[config.mk]
export PLATFORM = sky130hd
export DESIGN_NAME = light_phase_timer
export DESIGN_NICKNAME = d
export VERILOG_FILES = /design/src/rtl/light_phase_timer.sv
export SDC_FILE = /design/constraint.sdc
export NUM_CORES = 1
export LEC_CHECK = 0
export CORE_MARGIN = 5
export CORE_UTILIZATION = 45
export DETAILED_ROUTE_END_ITERATION = 16
export HOLD_SLACK_MARGIN = 0.08
export PLACE_DENSITY = 0.66
export SETUP_SLACK_MARGIN = 0.2
export SLEW_MARGIN = 20
export SYNTH_ARGS = -nofsm -noshare
export SYNTH_HDL_FRONTEND = slang
export SYNTH_SLANG_ARGS = --single-unit
[constraint.sdc]
create_clock -name clk -period 2.5 [get_ports clk]
set_clock_uncertainty 0.15 [all_clocks]
set_input_delay 0.5 -clock clk [delete_from_list [all_inputs] [get_ports clk]]
set_output_delay 0.5 -clock clk [all_outputs]
set_load 0.01 [all_outputs]
[src/rtl/light_phase_timer.sv]
// Phase timer and pedestrian-request front end for the traffic light controller.
// Optional secs_left countdown output is enabled by defining LIGHT_PHASE_TIMER_SECS_LEFT_EN.
module light_phase_timer #(
  parameter int CLK_DIV       = 50_000_000,
  parameter int DIV_W         = 26,
  parameter int RED_SEC       = 6,
  parameter int GREEN_SEC     = 4,
  parameter int YELLOW_SEC    = 2,
  parameter int MIN_GREEN_SEC = 1
) (
  input  logic       clk,
  input  logic       reset,
  input  logic       red,
  input  logic       green,
  input  logic       yellow,
  input  logic       ped_button,
  output logic       max_r,
  output logic       max_g,
  output logic       max_y,
  output logic       pedestrian,
`ifdef LIGHT_PHASE_TIMER_SECS_LEFT_EN
  output logic [3:0] secs_left,
`endif
  output logic       sec_tick
);

  typedef enum logic [1:0] {PH_NONE, PH_R, PH_G, PH_Y} phase_t;

  localparam logic [DIV_W-1:0] DIV_LAST = DIV_W'(CLK_DIV - 1);
  localparam logic [3:0]       MIN_G    = 4'(MIN_GREEN_SEC);

  function automatic logic [3:0] dur_of(input phase_t p);
    case (p)
      PH_R:    dur_of = 4'(RED_SEC);
      PH_G:    dur_of = 4'(GREEN_SEC);
      PH_Y:    dur_of = 4'(YELLOW_SEC);
      default: dur_of = 4'd0;
    endcase
  endfunction

  phase_t           phase_d, phase_q;
  logic [DIV_W-1:0] div_q, div_d;
  logic [3:0]       elapsed_q, elapsed_d, dur_q;
  logic [1:0]       sync_q;
  logic             btn_q, req_q, req_d;
  logic             change, active, wrap, rise, out_of_g, ped_d;
  logic             max_r_d, max_g_d, max_y_d;

  // NOTE: every signal written here gets a default first, so no path can
  // leave it unassigned and infer a latch.
  always_comb begin
    phase_d = PH_NONE;
    case ({red, green, yellow})
      3'b100:  phase_d = PH_R;
      3'b010:  phase_d = PH_G;
      3'b001:  phase_d = PH_Y;
      default: phase_d = PH_NONE;
    endcase
  end

  always_comb begin
    change    = (phase_d != phase_q);
    active    = (phase_d != PH_NONE) && !change;
    wrap      = active && (div_q == DIV_LAST);
    dur_q     = dur_of(phase_q);
    div_d     = '0;
    elapsed_d = '0;
    if (active) begin
      div_d     = wrap ? '0 : div_q + DIV_W'(1);
      elapsed_d = (wrap && elapsed_q < dur_q) ? elapsed_q + 4'd1 : elapsed_q;
    end
    // Flags follow the next elapsed value so they rise together with the final tick.
    max_r_d = active && (phase_q == PH_R) && (elapsed_d == dur_q);
    max_g_d = active && (phase_q == PH_G) && (elapsed_d == dur_q);
    max_y_d = active && (phase_q == PH_Y) && (elapsed_d == dur_q);

    rise     = sync_q[1] && !btn_q;
    out_of_g = (phase_q == PH_G) && (phase_d != PH_G);
    req_d    = req_q;
    if (out_of_g)
      req_d = 1'b0;
    else if (rise && !change && (phase_q == PH_G || phase_q == PH_Y))
      req_d = 1'b1;
    ped_d = req_q && (phase_q == PH_G) && !change && (elapsed_q >= MIN_G);
  end

  // NOTE: sequential state uses non-blocking assignments so every register
  // samples the pre-edge values; reset is asynchronous and clears all state.
  always_ff @(posedge clk or posedge reset) begin
    if (reset) begin
      phase_q    <= PH_NONE;
      div_q      <= '0;
      elapsed_q  <= '0;
      sync_q     <= '0;
      btn_q      <= 1'b0;
      req_q      <= 1'b0;
      max_r      <= 1'b0;
      max_g      <= 1'b0;
      max_y      <= 1'b0;
      pedestrian <= 1'b0;
      sec_tick   <= 1'b0;
    end else begin
      phase_q    <= phase_d;
      div_q      <= div_d;
      elapsed_q  <= elapsed_d;
      sync_q     <= {sync_q[0], ped_button};
      btn_q      <= sync_q[1];
      req_q      <= req_d;
      max_r      <= max_r_d;
      max_g      <= max_g_d;
      max_y      <= max_y_d;
      pedestrian <= ped_d;
      sec_tick   <= wrap;
    end
  end

`ifdef LIGHT_PHASE_TIMER_SECS_LEFT_EN
  // A phase change clears elapsed, so the new phase starts at its full duration.
  always_ff @(posedge clk or posedge reset) begin
    if (reset)
      secs_left <= '0;
    else if (phase_d == PH_NONE)
      secs_left <= '0;
    else
      secs_left <= dur_of(phase_d) - elapsed_d;
  end
`endif

endmodule
==> flow_metrics.py <==
metrics = {
    "clocking": {
        "cts-hold-fix-buffers": 0,
        "path_clk_slew_ps": 90,
        "cts_root_buffer": "clkbuf_8",
        "tritoncts.num_buffers": 5,
        "sink_count": 41,
        "cts_max_level": 2,
        "tritoncts_clock_tree": "done",
        "cts_max_path_buffers": 2,
        "insertion_delay_to_the_later_sink_of_the_worst_skew_pair_ps": 290,
    },
    "placed_design": {
        "dp_hpwl_um": 2800,
        "pre_cts_slack_ps": -88.7,
        "weighted_congestion_reported_at_the_end_of_routability_driven_placement": 0.839,
        "io_buffers": 10,
        "detailed_place.area_sq_um": 2390,
    },
    "sta": {
        "post-route-period-util": 1.01,
        "clock_period_minus_worst_slack_ps": 2520,
        "maxClockFrequency_mhz": 396,
        "finalWorstSetupSlack_ps": -23.6,
        "worst-slew-pin-transition_ps": 545,
        "rsz_0062_raised_after_global_routing": "yes",
        "worst_slew_margin_rel": 0.632,
        "final-setup-viol-count": 3,
        "holdWs_ps": 212,
        "report.final.hold_viol_count": 0,
        "slew_violations": 0,
    },
    "yosys": {
        "synth-compound-area-share": 0.0443,
        "synth.area.top_cells": "dfrtp_1, nor2_1, xor2_1, xnor2_1, ha_1",
        "synth.lib_cells_used.distinct": 36,
        "post_synth.cell_area_avg_sq_um": 10.2,
        "synth_xor_area_frac": 0.121,
        "yosys_most_used_dff": "dfrtp_1",
        "yosysWarningCount": 0,
        "synth_adder_area_share": 0.0539,
        "asyncSetResetFlopFracSynth": 1.00,
        "synth_fp_nets": 220,
        "ys_seq_area_frac": 0.491,
        "synth.top_cells.by_count": "dfrtp_1, nor2_1, nand2_1, xor2_1, xnor2_1",
        "synth_top_family_by_area": "simple AND/OR/NAND/NOR gates",
        "synth_top_cell_by_area": "dfrtp_1",
        "yosysTopAreaCellShare": 0.491,
        "ys_seq_elements": 41,
        "synth-edff-count": 0,
        "synth-simple-area-share": 0.257,
        "synth_most_common_cell": "dfrtp_1",
        "synth.mux.area_fraction": 0.0150,
        "synthesis.instances": 205,
        "netlist_area_sq_um": 2090,
    },
    "global_routing": {
        "grt_antenna_before_repair": 0,
        "grt_first_pass_wirelength_um": 6980,
        "pin_count_of_the_biggest_net_entering_global_routing": 42,
        "globalRoute.totalOverflow": 0,
        "grt_pass1_vias": 1496,
        "gr-usage-all-layers": 0.141,
    },
    "worst_setup_path": {
        "cp_startpoint_kind": "register",
        "critical_path_peak_fanout": 3,
        "worst_setup_path_end_kind": "register",
        "cpMostUsedCell": "ha_4",
        "worstPathBufferInverterCount": 3,
        "critPathTopFamily": "simple AND/OR/NAND/NOR gates",
        "worstPathCellList": "inv_2 > ha_4 > inv_4 > ha_4 > or2_4 > o22a_4 > nor4_4 > buf_4 > mux2_4 > o211ai_1 > nor3b_1",
        "worst-setup-path-type": "reg2reg",
        "cp_slowest_cell": "dfrtp_1",
        "critPathRequiredTime_ps": 2530,
        "critical-path-max-stage-delay_ps": 370,
        "critical_path_arrival_ps": 2550,
    },
    "layout": {
        "nFillCells": 381,
        "seqCellArea_sq_um": 1030,
        "drive_above_1_share": 0.174,
        "area_growth_syn_to_layout_pct": 23.4,
        "multi_input_comb_area_sq_um": 1080,
        "diodes_inserted": 0,
        "num-nets-final": 255,
        "final_design_instance_area_without_fill_sq_um": 2580,
    },
    "pwr": {
        "power_switching_share": 0.229,
        "power.total_mw": 1.33,
        "power_density_nw_per_um2": 517,
        "seq_power_share": 0.506,
        "clock_power_share": 0.402,
        "internal_power_mw": 1.03,
        "power.switching_mw": 0.306,
        "combPwrFrac": 0.091,
        "power.leakage_nw": 1.06,
        "ir_worst_vdd_mv": 0.370,
    },
    "floorplan": {
        "num_io_pins": 11,
        "floorplan.die.height_um": 78.2,
        "core_region_area_sq_um": 4440,
        "num_rows": 24,
        "die_area_sq_um": 6110,
        "start_util": 0.470,
        "die_w_um": 78.2,
    },
    "job": {
        "drv.max_cap_violation_count": 0,
    },
    "route": {
        "detail-route-antenna-nets": 0,
        "route.final.wire_length_um": 4010,
        "routed-via-count": 1513,
        "wl_per_cell_um": 13.7,
        "detailedRoute.firstPassIterationCount": 4,
        "route.detailed.drc": 0,
        "route.detailed.vias_per_inst": 5.16,
        "initialDrtViolationCount": 33,
    },
    "run_status": {
        "failed_checks": "negative setup slack",
        "result_of_the_run": "finished, violations left",
    },
    "hold_path": {
        "hold_class": "reg2reg",
    },
}
## cell usage in the layout, fill, tap and decap left out, drive strengths merged, types with 4 or more instances in the layout
cell and count:
nand3 8, o21ai 5, nand4 6, nor3 5, nor2 36, nor4 4
nand2 15, buf 20, clkdlybuf4s50 10, xnor2 14, inv 8, ha 9
clkbuf 5, and4 5, dfrtp 41, xor2 15, nor3b 4
## final timing paths
kind,from,end,slack [ps],cells past startpoint
hold reg to reg,sync_q[0]$_DFF_PP0_,sync_q[1]$_DFF_PP0_,210,0
setup reg to reg,phase_q[1]$_DFF_PP0_,max_r$_DFF_PP0_,-20,11
max in group asynchronous,reset,div_q[19]$_DFF_PP0_,1360,3
min in group asynchronous,reset,btn_q$_DFF_PP0_,470,3
setup / recovery,phase_q[1]$_DFF_PP0_,max_r$_DFF_PP0_,-20,11
hold / removal,sync_q[0]$_DFF_PP0_,sync_q[1]$_DFF_PP0_,210,0
## layout make-up
cell class              count  share of cell area
flip-flops and latches     41               0.398
clock inverters             3              0.0179
repair buffers             30               0.102
well taps                  52              0.0252
multi-input cells         154               0.418
inverters                   8              0.0126
clock buffers               5              0.0267
## through the flow
step,utilization,std cells,setup TNS (ps)
6_report,0.581,293,-56.3
5_1_grt,0.581,293,-420
4_1_cts,0.573,289,0
3_5_place_dp,0.538,279,-250
3_3_place_gp,0.538,279,-23.5
2_1_floorplan,-,205,0
## logic make-up (layout without fill, tap and decap cells)
| kind of cell | count (synthesis) | in the layout |
|---|---|---|
| muxes | 3 | 3 |
| xor gates and xnor gates | 29 | 29 |
| AOI/OAI and AO/OA | 14 | 14 |
| and+or+nand+nor | 99 | 99 |
| adders and majority gates | 9 | 9 |
| DFF | 41 | 41 |
| buffers and inverters | 10 | 46 |
## metal layers
metal  share of wire  GRT usage  vias to the layer above
li1                -          -                      775
met1            0.52      0.204                      713
met2            0.44      0.206                       19
met3           0.027     0.0378                        6
met4          0.0090     0.0472                        0
met5               0          0                        -
## state kept, by name, indices dropped and copies added, names as in the netlist
register,flops
btn_q,1
div_q,26
elapsed_q,4
max_g,1
max_r,1
max_y,1
pedestrian,1
phase_q,2
req_q,1
sec_tick,1
sync_q,2
## what timing repair did
item,in CTS,in global routing
endpoints found under the setup margin,3,15
hold endpoints to repair,0,0
pin swaps,0,2
resized for setup,5,1
setup buffers,2,4
## power groups by stage
| stage | Clock (mW) | Combinational, mW | Sequential (mW) |
|---|---|---|---|
| 2_1_floorplan | 0 | 0.0599 | 0.690 |
| 3_3_place_gp | 0 | 0.103 | 0.688 |
| 3_5_place_dp | 0 | 0.104 | 0.688 |
| 4_1_cts | 0.555 | 0.117 | 0.675 |
| 5_1_grt | 0.583 | 0.133 | 0.677 |
| 6_report | 0.537 | 0.122 | 0.675 |
Power figures use the tool's default switching activity.
==> RTL edit (same flow settings) <==
Set the parameter `DIV_W` to 13 (it was 26).
--- a/src/rtl/light_phase_timer.sv
+++ b/src/rtl/light_phase_timer.sv
@@ -4,3 +4,3 @@
   parameter int CLK_DIV       = 50_000_000,
-  parameter int DIV_W         = 26,
+  parameter int DIV_W         = 13,
   parameter int RED_SEC       = 6,
Behaviour: same outputs for any inputs over 10 cycles, from zero or initial values and one cycle with reset high; that may be too few to reach the edited logic, so the function may still have changed.
==> RTL edit against the unedited design <==
The run still ends with setup timing left; setup slack got worse by 0.18 ns; via count decreased by 23%; sequential cell count decreased by 13; cell area decreased by 26%; first-iteration DRC count increased to 2.9 times the old value; total power decreased by 34%; wire length decreased by 22%; combinational power decreased by 7%; critical path depth decreased by 2; synthesized area decreased by 28%; critical endpoint unchanged; largest cell class unchanged.
==> RTL edit: results (changes against the unedited design) <==
| Metric | Value |
|---|---|
| Status | complete, but fails checks |
| Failing checks | setup timing |
| Setup-failing EPs final | 3 (unchanged) |
| Most area-consuming cells after synthesis | dfrtp_1, ha_1, xnor2_1 |
| Top cells by count, synth | dfrtp_1, nor2_1, xnor2_1 |
| Avg WL per Cell | 13.65 µm (-0.39%) |
| Post-Synth XOR/XNOR Area | 11.67% (-0.48 points) |
| Post-Syn Nets | 165 (-25%) |
| CTS buffer count | 3 (-2) |
| Setup TNS | -0.5953 ns (-0.5390 ns) |
| DP Area | 1797 µm² (-25%) |
| Reg area | 701.9 µm² (-32%) |
| Worst setup margin | -0.2047 ns (-0.1811 ns) |
| # nets final | 199 (-22%) |
| Comb power | 0.114 mW (-7%) |
| Regs by FF count | div_q x13, elapsed_q x4 |
| Share of post-route cells with drive strength above 1 | 20.22% (+2.8 points) |
| Global Route met2 Usage | 25.15% (+4.5 points) |
| Critical path data arrival time | 2.84 ns (+0.29 ns) |
| Worst Tran Pin Value | 0.4621 ns (-0.08258 ns) |
| Dpl hpwl | 2306 µm (-18%) |
| Int Power | 0.6771 mW (-34%) |
| Worst-Skew Late Latency | 0.33 ns (+0.04 ns) |
| Largest net degree at the start of global routing | 20 (-52%) |
| WHS | 0.2310 ns (+0.01935 ns) |
| First-pass GRT wire length | 5188 µm (-26%) |
| H-Tree Depth | 1 (-1) |
| Register area share after synthesis | 46.67% (-2.4 points) |
| Dpl ws | -0.1197 ns (-0.03106 ns) |
| Distinct cells, synth | 31 (-14%) |
| # fillers | 289 (-24%) |
| Clock Pin Slew Worst Setup and Hold Paths | 0.15 ns (+0.06 ns) |
| Pwr/cell area | 461.6 nW/µm² (-11%) |
| GRT met3 Usage | 4.493% (+0.72 points) |
| Final std cells w/o fill | 229 (-22%) |
| Vias in the first global route | 1186 (-21%) |
| Gpl congestion | 0.9012 (+7.5%) |
| Gr usage total | 15.14% (+1.0 points) |
[RTL edit: timing repair]
action,CTS,global route
pin swaps,1,1
gates resized for setup,0,2
gates cloned,0,0
setup buffers,2,3
hold buffers,0,0
endpoints found under the setup margin,3,4
[RTL edit: layout make-up]
type	count	area share, %
Inverter	8	1.580
Clock buffer	3	1.185
Clock inverter	1	1.580
Timing Repair Buffer	30	13.17
Multi-Input combinational cell	113	42.53
Sequential cell	28	36.93
Tap cell	46	3.028
[RTL edit: worst paths after layout]
| path | from | cells past startpoint | endpoint |
|---|---|---|---|
| max | phase_q[1] | 9 | max_r |
| min | sync_q[0] | 0 | sync_q[1] |
| max reg2reg | phase_q[1] | 9 | max_r |
| min reg2reg | sync_q[0] | 0 | sync_q[1] |
| max in group asynchronous | reset | 3 | phase_q[1] |
| min in group asynchronous | reset | 2 | div_q[3] |
[RTL edit: per-layer routing]
| layer | vias to the layer above | part of all wire [%] | wire length (µm) |
|---|---|---|---|
| met5 | - | 0 | 0 |
| met4 | 0 | 0.61 | 19 |
| met3 | 2 | 3.9 | 123 |
| met2 | 23 | 50 | 1563 |
| met1 | 561 | 45 | 1420 |
| li1 | 582 | - | - |
[RTL edit: logic make-up (layout without fill, tap and decap cells)]
kind of cell    after synthesis  count (layout)
compound gates               14              14
xor+xnor                     20              20
fa+ha+maj                     9               9
buf+inv                       9              42
flops                        28              28
mux                           2               2
simple gates                 68              68
[RTL edit: worst max-delay path, stage by stage, from the launching register on]
cell	delay [ns]
dfrtp_2	0.40
inv_2	0.05
ha_4	0.27
inv_2	0.04
ha_4	0.15
or2_4	0.24
or4_4	0.43
or4_4	0.51
a211oi_4	0.23
and3_1	0.18
